[src/rtl/bcd_pkg.sv]
// Shared types for the sequential binary-to-BCD converter.
//   bcd_t    : one packed BCD digit
//   state_t  : converter FSM states
//   BCD_NINE : digit value used when saturating on overflow
package bcd_pkg;
    typedef logic [3:0] bcd_t;

    typedef enum logic [1:0] {
        IDLE  = 2'd0,
        SHIFT = 2'd1,
        DONE  = 2'd2
    } state_t;

    localparam bcd_t BCD_NINE = 4'd9;
endpackage

[src/rtl/conversor_bin_bcd_if.sv]
// Handshake/result bundle of the binary-to-BCD converter.
//   start/numero : conversion request (driven by the master)
//   ready/valid  : accept window / one-cycle result strobe
//   digits, negativo, overflow, blank : registered result
interface conversor_bin_bcd_if #(
    parameter int WIDTH    = 32,
    parameter int N_DIGITS = 6
) ();
    logic                    start;
    logic [WIDTH-1:0]        numero;
    logic                    ready;
    logic                    valid;
    logic [4*N_DIGITS-1:0]   digits;
    logic                    negativo;
    logic                    overflow;
    logic [N_DIGITS-1:0]     blank;

    modport master (
        output start, numero,
        input  ready, valid, digits, negativo, overflow, blank
    );

    modport slave (
        input  start, numero,
        output ready, valid, digits, negativo, overflow, blank
    );
endinterface

[src/rtl/ajuste_bcd.sv]
// Double-dabble digit correction: digits >= 5 get +3 so that the following
// left shift carries correctly into the next decimal digit.
//   din  : BCD digit before the shift
//   dout : corrected digit
module ajuste_bcd
    import bcd_pkg::*;
(
    input  bcd_t din,
    output bcd_t dout
);
    assign dout = (din >= 4'd5) ? bcd_t'(din + 4'd3) : din;
endmodule

[src/rtl/conversor_bin_bcd.sv]
// Iterative binary-to-BCD converter (double dabble, one bit per clock).
//   clk, reset : rising-edge clock, asynchronous active-high reset
//   conv       : start/numero request, ready/valid handshake and the
//                registered result (digits, negativo, overflow, blank)
// A conversion takes WIDTH shift cycles plus one DONE cycle; the result
// registers only change in DONE and hold until the next conversion ends.
module conversor_bin_bcd
    import bcd_pkg::*;
#(
    parameter int WIDTH    = 32,
    parameter int N_DIGITS = 6,
    parameter int SIGNED   = 0
) (
    input  logic                 clk,
    input  logic                 reset,
    conversor_bin_bcd_if.slave   conv
);
    localparam int CW = $clog2(WIDTH + 1);
    localparam int BW = 4 * N_DIGITS;
    localparam logic [N_DIGITS-1:0] BLANK_RST = {N_DIGITS{1'b1}} << 1;

    state_t            state, state_nxt;
    logic [WIDTH-1:0]  sr;
    logic [WIDTH-1:0]  mag;
    logic [BW-1:0]     acc, acc_adj;
    logic [CW-1:0]     cnt;
    logic              sign_q, ovf_q;

    logic              valid_q, neg_q, ovf_out_q;
    logic [BW-1:0]     digits_q;
    logic [N_DIGITS-1:0] blank_q, blank_c;

    // Magnitude is WIDTH bits unsigned, so negating -2^(WIDTH-1) is exact.
    always_comb begin
        mag = conv.numero;
        if (SIGNED != 0 && conv.numero[WIDTH-1])
            mag = ~conv.numero + WIDTH'(1);
    end

    genvar g;
    generate
        for (g = 0; g < N_DIGITS; g++) begin : g_adj
            ajuste_bcd u_adj (
                .din  (acc[4*g +: 4]),
                .dout (acc_adj[4*g +: 4])
            );
        end
    endgenerate

    // Leading-zero mask, scanned from the most-significant digit down.
    always_comb begin
        logic allz;
        allz    = 1'b1;
        blank_c = '0;
        for (int k = N_DIGITS - 1; k >= 1; k--) begin
            allz       = allz & (acc[4*k +: 4] == 4'd0);
            blank_c[k] = allz;
        end
    end

    always_ff @(posedge clk or posedge reset) begin
        if (reset) state <= IDLE;
        else       state <= state_nxt;
    end

    always_comb begin
        state_nxt = state;
        case (state)
            IDLE:    if (conv.start) state_nxt = SHIFT;
            SHIFT:   if (cnt == CW'(1)) state_nxt = DONE;
            DONE:    state_nxt = IDLE;
            default: state_nxt = IDLE;
        endcase
    end

    always_ff @(posedge clk or posedge reset) begin
        if (reset) begin
            sr        <= '0;
            acc       <= '0;
            cnt       <= '0;
            sign_q    <= 1'b0;
            ovf_q     <= 1'b0;
            valid_q   <= 1'b0;
            digits_q  <= '0;
            neg_q     <= 1'b0;
            ovf_out_q <= 1'b0;
            blank_q   <= BLANK_RST;
        end else begin
            valid_q <= (state == DONE);
            case (state)
                IDLE: if (conv.start) begin
                    sr     <= mag;
                    acc    <= '0;
                    ovf_q  <= 1'b0;
                    cnt    <= CW'(WIDTH);
                    sign_q <= (SIGNED != 0) && conv.numero[WIDTH-1] && (mag != '0);
                end
                SHIFT: begin
                    acc   <= {acc_adj[BW-2:0], sr[WIDTH-1]};
                    sr    <= sr << 1;
                    // A set MSB leaving the accumulator means a decimal carry
                    // beyond the top digit.
                    ovf_q <= ovf_q | acc_adj[BW-1];
                    cnt   <= cnt - CW'(1);
                end
                DONE: begin
                    neg_q     <= sign_q;
                    ovf_out_q <= ovf_q;
                    if (ovf_q) begin
                        digits_q <= {N_DIGITS{BCD_NINE}};
                        blank_q  <= '0;
                    end else begin
                        digits_q <= acc;
                        blank_q  <= blank_c;
                    end
                end
                default: ;
            endcase
        end
    end

    assign conv.ready    = (state == IDLE);
    assign conv.valid    = valid_q;
    assign conv.digits   = digits_q;
    assign conv.negativo = neg_q;
    assign conv.overflow = ovf_out_q;
    assign conv.blank    = blank_q;
endmodule

[src/flat_wrapper.sv]
// flat-port wrapper written by rule: the top's interface ports become plain ports
module conversor_bin_bcd_flat import bcd_pkg::*;
#(
    parameter int WIDTH    = 32,
    parameter int N_DIGITS = 6,
    parameter int SIGNED   = 0
)
  (clk, reset, conv_start, conv_numero, conv_ready, conv_valid, conv_digits, conv_negativo, conv_overflow, conv_blank);
  conversor_bin_bcd_if #(.WIDTH(WIDTH), .N_DIGITS(N_DIGITS)) conv_i ();
  input  logic clk;
  input  logic reset;
  input wire logic [$bits(conv_i.start)-1:0] conv_start;
  input wire logic [$bits(conv_i.numero)-1:0] conv_numero;
  output wire logic [$bits(conv_i.ready)-1:0] conv_ready;
  output wire logic [$bits(conv_i.valid)-1:0] conv_valid;
  output wire logic [$bits(conv_i.digits)-1:0] conv_digits;
  output wire logic [$bits(conv_i.negativo)-1:0] conv_negativo;
  output wire logic [$bits(conv_i.overflow)-1:0] conv_overflow;
  output wire logic [$bits(conv_i.blank)-1:0] conv_blank;
  assign conv_i.start = conv_start;
  assign conv_i.numero = conv_numero;
  assign conv_ready = conv_i.ready;
  assign conv_valid = conv_i.valid;
  assign conv_digits = conv_i.digits;
  assign conv_negativo = conv_i.negativo;
  assign conv_overflow = conv_i.overflow;
  assign conv_blank = conv_i.blank;
  conversor_bin_bcd #(.WIDTH(WIDTH), .N_DIGITS(N_DIGITS), .SIGNED(SIGNED)) u_core (.clk(clk), .reset(reset), .conv(conv_i));
endmodule
[config.mk]
export PLATFORM = sky130hd
export DESIGN_NAME = conversor_bin_bcd_flat
export DESIGN_NICKNAME = d
export VERILOG_FILES = /design/src/rtl/bcd_pkg.sv /design/src/rtl/conversor_bin_bcd_if.sv /design/src/rtl/ajuste_bcd.sv /design/src/rtl/conversor_bin_bcd.sv /design/src/flat_wrapper.sv
export SDC_FILE = /design/constraint.sdc
export NUM_CORES = 1
export LEC_CHECK = 0
export ABC_CLOCK_PERIOD_IN_PS = 6200
export BUFFER_PORTS_ARGS = -buffer_cell sky130_fd_sc_hd__buf_4
export CORE_MARGIN = 2
export CORE_UTILIZATION = 50
export DETAILED_ROUTE_END_ITERATION = 10
export PLACE_DENSITY_LB_ADDON = 0.12
export SYNTH_ARGS = -nofsm -noshare
export SYNTH_HDL_FRONTEND = slang
export SYNTH_SLANG_ARGS = --single-unit
[constraint.sdc]
create_clock -name clk -period 6.2 [get_ports clk]
set_input_delay 0 -clock clk [delete_from_list [all_inputs] [get_ports clk]]
set_output_delay 0 -clock clk [all_outputs]
set_load 0.02 [all_outputs]
==> flow_metrics.tcl <==
set metrics [dict create \
    hpwl_mm 6.08 \
    grt_pass1_wl_mm 16.7 \
    hold_path.class "in2reg" \
    initial_utilization_pct 51.6 \
    fin_tns_setup_ps 0 \
    rr_worst_depth 4 \
    drcViolationCount 0 \
    cts_root_buf "clkbuf_8" \
    hold_viol 0 \
    slowest_delay_ps 850 \
    min_period_over_period_pct 41.3 \
    crit_required_ps 6440 \
    num_vias 3521 \
    worstSetupEndpointType "flip-flop" \
    grt_max_degree 73 \
    cts_setup_buffers 0 \
    avgSynthCellArea_um2 10.2 \
    grt_pass1_vias 3433 \
    fmax_ghz 0.390 \
    synth_top_area_share_pct 50.6 \
    power.density_mw_per_mm2 433 \
    min_delay_path_depth 4 \
    peakVddDrop_uv 210 \
    timing_worst_setup_path_type "reg2reg" \
    overflow 0 \
    synth.area.top_cells "dfrtp_1 51%, nand2_1 6.3%, o21ai_1 5.3%" \
    fillCellCount 717 \
    outcome "finished, final reports clean" \
    crit_arrival_ps 2800 \
    power_leakage_nw 2.57 \
    path_clk_slew_ps 90 \
    fin_skew_ps 9.95 \
    synth.cell_area_mm2 0.00450 \
    setup_viol 0 \
    wl_per_cell_um 15.1 \
    grt_antenna_before_repair 0 \
    core.rowCount 34 \
    yosysWarnings 0 \
    clkSinkCount 96 \
    grt_usage_pct 20.6 \
    fp.coreArea_mm2 0.00872 \
    final_common_cell "dfrtp_1" \
    ys_seq_elements 96 \
    yosysUniqueCellTypes 46 \
    dr.pass1.iters 5 \
    multi_input_area_mm2 0.00190 \
    start_kind "flip-flop" \
    numCtsBuffers 9 \
    synth_edf_count 0 \
    cts_max_level 3 \
    area_delta_synth_final_pct 23.6 \
    tightest_slew_ps 1270 \
    critPathSlowestCell "dfrtp_1" \
    relSlewSlack_pct 15.6 \
    slew_violations 0 \
    cap_violations 0 \
    wl_mm 9.63 \
    dieHeight_um 98.9 \
    synth-seq-area-share_pct 53.5 \
    cts_tree "yes" \
    netlist_instances 439 \
    avgViaCountPerCell 5.54 \
    synth_ff_type "dfrtp_1" \
    n_antenna_cell 0 \
    initialDrtViolationCount 131 \
    seq_area_mm2 0.00241 \
    finalCriticalPeriod_ps 2560 \
    io_pins 69 \
    port_buffers 66 \
    cts_max_path_buffers 2 \
    clk_latency_ps 360 \
    fin_util_pct 63.8 \
    mostFrequentLayoutCells "91 x dfrtp_1, 75 x nand2_1, 70 x buf_4, 48 x o21ai_1, 32 x dlygate4sd3_1" \
    fin_nets 577 \
    gp_congestion 0.784 \
    rsz0062_at_grt "no" \
    ant_nets 0 \
    dieArea_mm2 0.00977 \
    drive_gt1_share_pct 18.8 \
    yosysTopAreaCell "dfrtp_1" \
    synth-async-reset-ratio_pct 100 \
    die_x_um 98.9 \
    crit_path_cell_trace "nand2b_1 > or4_1 > nand3_1 > o21ai_1" \
    ctsResizeCount 0 \
    worst-path-max-fanout 40 \
]
[sequential cells by signal, summed over array words and instances, names as in the netlist]
name / count
u_core.acc: 24
u_core.cnt: 6
u_core.conv.blank: 5
u_core.conv.digits: 24
u_core.conv.overflow: 1
u_core.conv.valid: 1
u_core.ovf_q: 1
u_core.sr: 32
u_core.state: 2
[timing repair]
action                                 4_1_cts  5_1_grt
setup endpoints to repair                    0        0
endpoints found under the hold margin       55        0
hold buffers                                32        0
[power by group]
group	internal [W]	leakage (nW)	switching, W
clock	0.000199	0.0989	0.000226
combinational	0.000423	1.25	0.000519
sequential	0.000847	1.23	0.000195
[cell families after synthesis]
logic type / synth area share (%)
AOI/OAI and AO/OA: 21.1
adders and majority gates: 5.28
buffers and inverters: 4.45
xor gates and xnor gates: 1.75
and+or+nand+nor: 12.5
other: 0.0833
DFF: 53.5
muxes: 1.36
[path summary, 6_finish.rpt]
check	start	endpoint	slack, ps
min in group asynchronous	reset	u_core.acc[4]	160
worst min register to register	u_core.conv.digits[12]	u_core.conv.digits[12]	470
worst max-delay path	u_core.state[1]	u_core.cnt[3]	3640
max in group asynchronous	reset	u_core.cnt[2]	4760
worst min-delay path	conv_numero[31]	u_core.sr[31]	80
worst max register to register	u_core.state[1]	u_core.cnt[3]	3640
[per-stage QoR]
step	std cells	setup slack, ps	hold slack [ps]	area (µm²)	total power [W]
after floorplan	440	3700	133	4500	0.00172
after global placement	588	3660	15.1	5030	0.00194
after detailed placement	588	3660	16.9	5030	0.00198
after CTS	636	3610	76.8	5560	0.00242
after global routing	636	3410	123	5560	0.00261
final	636	3640	75.1	5560	0.00241
[synthesized netlist by cell type, drive strengths merged, types with 4 or more instances]
library cell and count:
xnor2 6, nand2b 14, a32o 8, dfrtp 91, nor3b 6, o21ai 58
clkbuf 17, mux2i 5, o22ai 12, a22o 6, inv 18, buf 13
a22oi 30, a21oi 11, o31ai 14, dfstp 5, ha 19, nor2 4
nand2 75
[critical path: cells and delay by family, from the launching register on]
kind	cells	cell delay (ps)
AOI/OAI and AO/OA	1	70
DFF	1	850
and+or+nand+nor	3	1500
[layout make-up]
class | instances | area share (%)
clock buffers | 10 | 2.48
multi-input cells | 296 | 34.1
clock inverters | 6 | 1.22
repair buffers | 102 | 15.2
inverters | 18 | 1.24
well taps | 108 | 2.43
flip-flops and latches | 96 | 43.3
[routing by layer]
layer / GRT usage, % / routed length [µm] / share of wire [%] / vias up
li1: - / - / - / 1722
met1: 30.8 / 4620 / 48 / 1703
met2: 31.5 / 4500 / 47 / 87
met3: 3.12 / 415 / 4.3 / 9
met4: 5.69 / 102 / 1.1 / 0
met5: 0 / 0 / 0 / -
Note: power is estimated with default switching activity, not from simulation.
